$ cat src/rtl/mux_addr_ctrl.sv
// mux_addr_ctrl: break-before-make addr/ena sequencer for basic_mux, driven by slow async control pins
module mux_addr_ctrl #(
  parameter int ADDR_W       = 5,
  parameter int NUM_DESIGNS  = 16,
  parameter int GUARD_CYCLES = 4
) (
  input  logic              clk,
  input  logic              rst_n,
  input  logic              ctrl_sel_rst_n,
  input  logic              ctrl_sel_inc,
  input  logic              ctrl_ena,
  output logic [ADDR_W-1:0] addr,
  output logic              ena,
  output logic              busy
);
  localparam int GW = GUARD_CYCLES > 1 ? $clog2(GUARD_CYCLES) : 1;
  localparam logic [ADDR_W-1:0] LAST  = ADDR_W'(NUM_DESIGNS - 1);
  localparam logic [GW-1:0]     GLOAD = GW'(GUARD_CYCLES - 1);
  typedef enum logic [1:0] {IDLE, GUARD, ACTIVE} state_t;
  state_t            state_q, state_d;
  logic [1:0]        rst_sync_q, rst_sync_d, inc_sync_q, inc_sync_d, ena_sync_q, ena_sync_d;
  logic              inc_q, inc_d, ena_q, ena_d, busy_q, busy_d;
  logic [ADDR_W-1:0] sel_cnt_q, sel_cnt_d, addr_q, addr_d;
  logic [GW-1:0]     gcnt_q, gcnt_d;
  logic              rst_s, inc_s, ena_s, inc_edge, chg;
  assign rst_s    = rst_sync_q[1];
  assign inc_s    = inc_sync_q[1];
  assign ena_s    = ena_sync_q[1];
  assign inc_edge = inc_s & ~inc_q;
  // a held-low select-reset keeps restarting the guard period
  assign chg      = ~rst_s | inc_edge;
  assign addr     = addr_q;
  assign ena      = ena_q;
  assign busy     = busy_q;
  always_comb begin
    rst_sync_d = {rst_sync_q[0], ctrl_sel_rst_n};
    inc_sync_d = {inc_sync_q[0], ctrl_sel_inc};
    ena_sync_d = {ena_sync_q[0], ctrl_ena};
    inc_d      = inc_s;
    sel_cnt_d  = ~rst_s ? '0 : inc_edge ? (sel_cnt_q == LAST ? '0 : sel_cnt_q + 1'b1) : sel_cnt_q;
    // addr is frozen while enabled, so it only moves after ena has dropped
    addr_d     = state_q == ACTIVE ? addr_q : sel_cnt_q;
    state_d    = state_q;
    gcnt_d     = gcnt_q;
    case (state_q)
      IDLE: begin
        if (ena_s) begin
          state_d = GUARD;
          gcnt_d  = GLOAD;
        end
      end
      GUARD: begin
        if (!ena_s) state_d = IDLE;
        else if (chg) gcnt_d = GLOAD;
        else if (gcnt_q == '0) state_d = ACTIVE;
        else gcnt_d = gcnt_q - 1'b1;
      end
      ACTIVE: begin
        if (!ena_s) state_d = IDLE;
        else if (chg) begin
          state_d = GUARD;
          gcnt_d  = GLOAD;
        end
      end
      default: state_d = IDLE;
    endcase
    ena_d  = state_d == ACTIVE;
    busy_d = state_d == GUARD;
  end
  always_ff @(posedge clk or negedge rst_n) begin
    if (!rst_n) begin
      rst_sync_q <= 2'b11;
      inc_sync_q <= '0;
      ena_sync_q <= '0;
      inc_q      <= 1'b0;
      sel_cnt_q  <= '0;
      addr_q     <= '0;
      state_q    <= IDLE;
      gcnt_q     <= '0;
      ena_q      <= 1'b0;
      busy_q     <= 1'b0;
    end else begin
      rst_sync_q <= rst_sync_d;
      inc_sync_q <= inc_sync_d;
      ena_sync_q <= ena_sync_d;
      inc_q      <= inc_d;
      sel_cnt_q  <= sel_cnt_d;
      addr_q     <= addr_d;
      state_q    <= state_d;
      gcnt_q     <= gcnt_d;
      ena_q      <= ena_d;
      busy_q     <= busy_d;
    end
  end
endmodule

$ cat config.mk
export PLATFORM = sky130hd
export DESIGN_NAME = mux_addr_ctrl
export DESIGN_NICKNAME = d
export VERILOG_FILES = /design/src/rtl/mux_addr_ctrl.sv
export SDC_FILE = /design/constraint.sdc
export NUM_CORES = 1
export LEC_CHECK = 0
export ABC_AREA = 1
export CAP_MARGIN = 10
export CORE_ASPECT_RATIO = 1.1
export CORE_MARGIN = 1
export CORE_UTILIZATION = 51
export DETAILED_ROUTE_END_ITERATION = 16
export GPL_TIMING_DRIVEN = 0
export PLACE_DENSITY = 0.75
export SLEW_MARGIN = 20
export SYNTH_ARGS = -nofsm -noshare
export SYNTH_HDL_FRONTEND = slang
export SYNTH_SLANG_ARGS = --single-unit
$ cat constraint.sdc
create_clock -name clk -period 2.8 [get_ports clk]
set_input_delay 0.42 -clock clk [delete_from_list [all_inputs] [get_ports clk]]
set_output_delay 0.42 -clock clk [all_outputs]
set_load 0.01 [all_outputs]
==> out/results.ini <==
[setup_path]
cp.buffers_inverters = 1
worstPathCellList = clkdlybuf4s50_1
crit_slowest_cell = clkdlybuf4s50_1
required_ps = 2380
crit_path_end_kind = output pin
cpPeakStageDelay_ps = 540
path_class = reg -> out
cp_max_fo = 2
arrival_ps = 1220
crit_family = buffers and inverters
crit_path_start_kind = flip-flop

[floorplanning]
die_area_um2 = 1970
dieHeight_um = 46.5
start_util_pct = 56.2
rows = 15
ios = 12
die_w_um = 42.5
core-area_um2 = 1630

[drt]
wl_per_cell_um = 10.9
antenna_left = 0
drtPass1Iterations = 4
drtIter0Drc = 9
wirelength_mm = 1.29
vias_per_cell = 5.09
drcViolationCount = 0
vias = 601

[place]
io_buffers = 11
dp_hpwl_um = 957
gp_congestion = 0.680

[clock_network]
clk_latency_ps = 310
holdBufCountCts = 0
htreeDepth = 1
clock_tree.root_cell = clkbuf_4
post-cts-setup-buffers = 0
cts_resized = 0
cts_buffers = 3
tritoncts = yes
path_clk_slew_ps = 120
cts_sinks = 23
clockBufferDepth = 2

[sta]
skew_ps = 4.40
rsz0062_at_grt = no
period_share_pct = 58.5
holdWs_ps = 53.5
maxSlewHeadroom_pct = 67.5
hold_violations = 0
fin_setup_tns_ps = 0
max_slew.worst_pin.slew_ps = 488
slew_violations = 0
fmax_ghz = 0.610
fin_crit_ps = 1640
setup_violations = 0

[grt]
grt_pass1_wl_mm = 2.32
grt_overflow_total = 0
grt_usage_pct = 16.4
grt_pass1_vias = 556
antenna_found_initial = 0
grt_max_degree = 24

[yosys]
ys_warn_count = 0
synth.net_count = 93
avgSynthCellArea_um2 = 10.7
synth_area_um2 = 918
synth.area.top_cells = dfrtp_1, nand2_1, dfstp_2
synth-seq-cells = 23
async_flop_share_pct = 100
synth_top_area_share_pct = 57.2
synth_flop_cell = dfrtp_1
ys_seq_area_share_pct = 62.9
synth_common_cells = dfrtp_1, nand2_1, inv_1
yosysTopAreaCell = dfrtp_1
synth.distinct_cells = 21
synth.most_common_cell = dfrtp_1
synth_edf_count = 0
netlist_instances = 86

[final_layout]
seq_area_um2 = 578
layout.nets = 109
n_antenna_cell = 0
syn_to_final_growth_pct = 16.8
layout-drive-gt1-share_pct = 15.8
n_fill_cell = 140
multiInputGateArea_um2 = 284

[min_path]
worstHoldPathType = in -> async

[job]
drv_cap = 0

[power_and_ir_drop]
pwr_density_cell_nw_per_um2 = 516
leakage_nw = 0.571
peakVddDrop_mv = 0.250

[status]
status = finished clean

## report_power, final
part	switching [mW]	internal, mW	total [mW]
Clock	0.0954	0.0534	0.149
Combinational	0.0262	0.0212	0.0474
Sequential	0.00957	0.348	0.357
Total	0.131	0.422	0.553
## sequential cells by signal, indices dropped and copies added (netlist names)
name,flops
addr,5
sel_cnt_q,5
ena_sync_q,2
gcnt_q,2
inc_sync_q,2
rst_sync_q,2
state_q,2
busy,1
ena,1
inc_q,1
## per-layer routing
layer / track usage (%) / part of all wire [%] / vias up
li1: - / - / 299
met1: 20.1 / 47 / 280
met2: 28.0 / 47 / 17
met3: 3.53 / 4.1 / 5
met4: 7.50 / 2.3 / 0
met5: 0 / 0 / -
## kinds of logic (layout without fill, tap and decap cells)
group / Yosys count / after routing / share of synthesized area, %
XOR/XNOR: 1 / 1 / 0.954
multiplexers: 3 / 3 / 4.90
adder cells (fa/ha/maj): 2 / 2 / 2.72
buffers and inverters: 15 / 30 / 6.13
AND/OR/NAND/NOR: 35 / 35 / 17.6
flip-flops: 23 / 23 / 62.9
AO/OA/AOI/OAI: 7 / 7 / 4.77
## per-stage QoR
step | util, % | total power, mW | instance area (µm²) | worst slack (ps) | cells
5_1_grt | 65.7 | 0.579 | 1070 | 1120 | 118
6_report | 65.7 | 0.553 | 1070 | 1160 | 118
4_1_cts | 66.0 | 0.562 | 1080 | 1150 | 118
3_3_place_gp | 64.3 | 0.409 | 1050 | 1170 | 114
2_1_floorplan | - | 0.387 | 918 | 1760 | 86
3_5_place_dp | 64.3 | 0.413 | 1050 | 1160 | 114
## layout by cell type (no fill, tap or decap), drive strengths merged
cell,n
dfrtp,21
inv,15
clkbuf,3
clkinv,1
ha,2
nand3,5
nand2,17
o21ai,3
buf,1
dfstp,2
nor3,1
xor2,1
nand4,2
clkdlybuf4s50,10
a21boi,1
nor2,10
a21oi,2
mux2,3
o211ai,1
## layout make-up
type / instances / share of cell area [%]
Timing Repair Buffer: 11 / 9.80
Tap cell: 17 / 1.98
Sequential cell: 23 / 53.9
Clock buffer: 3 / 2.10
Multi-Input combinational cell: 48 / 26.5
Inverter: 15 / 5.25
Clock inverter: 1 / 0.467
## worst paths after layout
kind,start,endpoint,slack [ps],cells past startpoint
max,addr[0],addr[0],1160,1
min,rst_n,addr[2],50,1
max reg2reg,sel_cnt_q[0],sel_cnt_q[3],1650,6
min reg2reg,ena_sync_q[0],ena_sync_q[1],370,0
max in group asynchronous,rst_n,rst_sync_q[0],2400,1
min in group clk,ena_sync_q[0],ena_sync_q[1],370,0
(Power assumes the default switching activity.)
==> RTL edit (same settings) <==
Take the reset off `addr_q` and load it in a clocked block of its own.
--- a/src/rtl/mux_addr_ctrl.sv
+++ b/src/rtl/mux_addr_ctrl.sv
@@ -74,7 +74,6 @@
       ena_sync_q <= '0;
       inc_q      <= 1'b0;
       sel_cnt_q  <= '0;
-      addr_q     <= '0;
       state_q    <= IDLE;
       gcnt_q     <= '0;
       ena_q      <= 1'b0;
@@ -85,12 +84,15 @@
       ena_sync_q <= ena_sync_d;
       inc_q      <= inc_d;
       sel_cnt_q  <= sel_cnt_d;
-      addr_q     <= addr_d;
       state_q    <= state_d;
       gcnt_q     <= gcnt_d;
       ena_q      <= ena_d;
       busy_q     <= busy_d;
     end
   end
+
+  always_ff @(posedge clk) begin
+    addr_q <= addr_d;
+  end
 endmodule
 
Function: differs if rst_n is asserted again (counterexample within 10 cycles, from zero or initial values and one cycle with rst_n low); with rst_n held inactive, the same outputs for 10 cycles.
==> RTL edit against the original RTL <==
  * Combinational power decreased by 2%
  * Register-to-register slack about the same
  * Synthesized area decreased by 4.5%
  * Routed wire length decreased by 11%
  * Sequential cell count unchanged
  * Clock skew decreased by 0.00057 ns
  * Final area decreased by 3.4%
  * Power increased by 1.2%
  * Worst setup slack improved by 0.034 ns
  * Core utilization decreased by 0.73 points
  * Critical path type unchanged
  * Critical endpoint is now addr[3]
  * Largest power group unchanged
==> RTL edit: results <==
[critical_path]
critPathMaxStageDelay_ns = 0.53
crit_fanout = 1
cp_top_family = "buffers and inverters"
rr_startpoint = "sel_cnt_q[0]"
cp.arrival_ns = 1.18
startpoint = "addr[3]"
slowest_stage = "clkdlybuf4s50_1"

[synth]
postSynth.asyncResetShare = 0.783
yosysWarnings = 0
yosys-top-cells-area = "dfrtp_1 46%, edfxtp_1 17%, nand2_1 6.8%"
syn_nets = 84
synth_edf_count = 5
synth_commonest_cells = "16 x dfrtp_1, 16 x nand2_1, 10 x inv_1, 5 x edfxtp_1, 5 x nor2_1"
synth_cell_types = 18
synth_top_flop_cell = "dfrtp_1"
synth-seq-area-share = 0.688

[detailed_routing]
vias = 553
firstDrtPassIters = 4
wirelength_microns = 1140
drt_iter0_drc = 4

[min_path]
min_path_type = "flop to flop"
hp-start = "ena_sync_q[0]"

[clock_network]
root_buffer = "clkbuf_4"
cts_made_buffers = 3
h-tree-depth = 1
path_clk_slew_ns = 0.12
cts_resized = 0
clk-insertion-delay-late_ns = 0.31
clock_path_buffers = 2
postCtsSetupBuffers = 0

[placement]
gp_congestion = 0.685
io_buffers = 11
dp_hpwl_microns = 877

[global_route]
antenna_found_initial = 0
grt_pass1_vias = 477
grt_usage = 0.151
grt_pass1_wl_microns = 1940
grt_max_degree = 19

[finish]
drive_gt1_frac = 0.185
fin_nets = 100
fillers = 120
diodes = 0

[run_status]
status = "finished, final reports clean"

[timing]
skew_ns = 0.00383
max-slew-margin-rel = 0.504

[pwr]
leakage_uw = 0.000517
ir_worst_vdd_mv = 0.269
## RTL edit: changes by cell type after synthesis, sizes merged, moves of 2 or more
cell,change
dfrtp,-5
edfxtp,+5
mux2,-3
o21ai,-3
inv,-2
nand2,+2
nor2,-2
## RTL edit: final timing paths
check	cells past startpoint	slack [ns]	end
max	1	1.20	addr[3]
min	0	0.37	ena_sync_q[1]
max reg2reg	6	1.65	sel_cnt_q[3]
min reg2reg	0	0.37	ena_sync_q[1]
max in group asynchronous	1	1.80	sel_cnt_q[3]
min in group asynchronous	1	0.53	ena
## RTL edit: metrics by stage
stage	setup slack [ns]	utilization	area (sq um)	instances
final	1.20	0.649	1040	109
after global routing	1.14	0.649	1040	109
after CTS	1.17	0.649	1040	109
after detailed placement	1.36	0.632	1010	105
after global placement	1.37	0.632	1010	105
after floorplan	1.76	-	877	77
## RTL edit: per-layer routing
layer / vias up / track usage / share of wire
li1: 272 / - / -
met5: - / 0 / 0
met4: 0 / 0.116 / 0.024
met1: 265 / 0.158 / 0.44
met3: 4 / 0.0595 / 0.031
met2: 12 / 0.247 / 0.51
## RTL edit: cell type report
cell class	count	share of cell area
Timing Repair Buffer	11	0.106
Clock buffer	3	0.0217
Multi-Input combinational cell	41	0.217
Sequential cell	23	0.582
Tap cell	17	0.0205
Clock inverter	1	0.00483
Inverter	13	0.0471
## RTL edit: logic make-up (layout without fill, tap and decap cells)
| family | Yosys count | count (layout) | synth area share |
|---|---|---|---|
| compound gates | 4 | 4 | 0.0371 |
| xor+xnor | 1 | 1 | 0.00999 |
| fa+ha+maj | 2 | 2 | 0.0285 |
| buf+inv | 13 | 28 | 0.0556 |
| flops | 23 | 23 | 0.688 |
| simple gates | 34 | 34 | 0.181 |
## RTL edit: power by group
| group | switching (uW) | internal [uW] |
|---|---|---|
| Clock | 93.5 | 53.4 |
| Sequential | 9.22 | 358 |
| Combinational | 25.2 | 21.3 |
| Total | 128 | 432 |
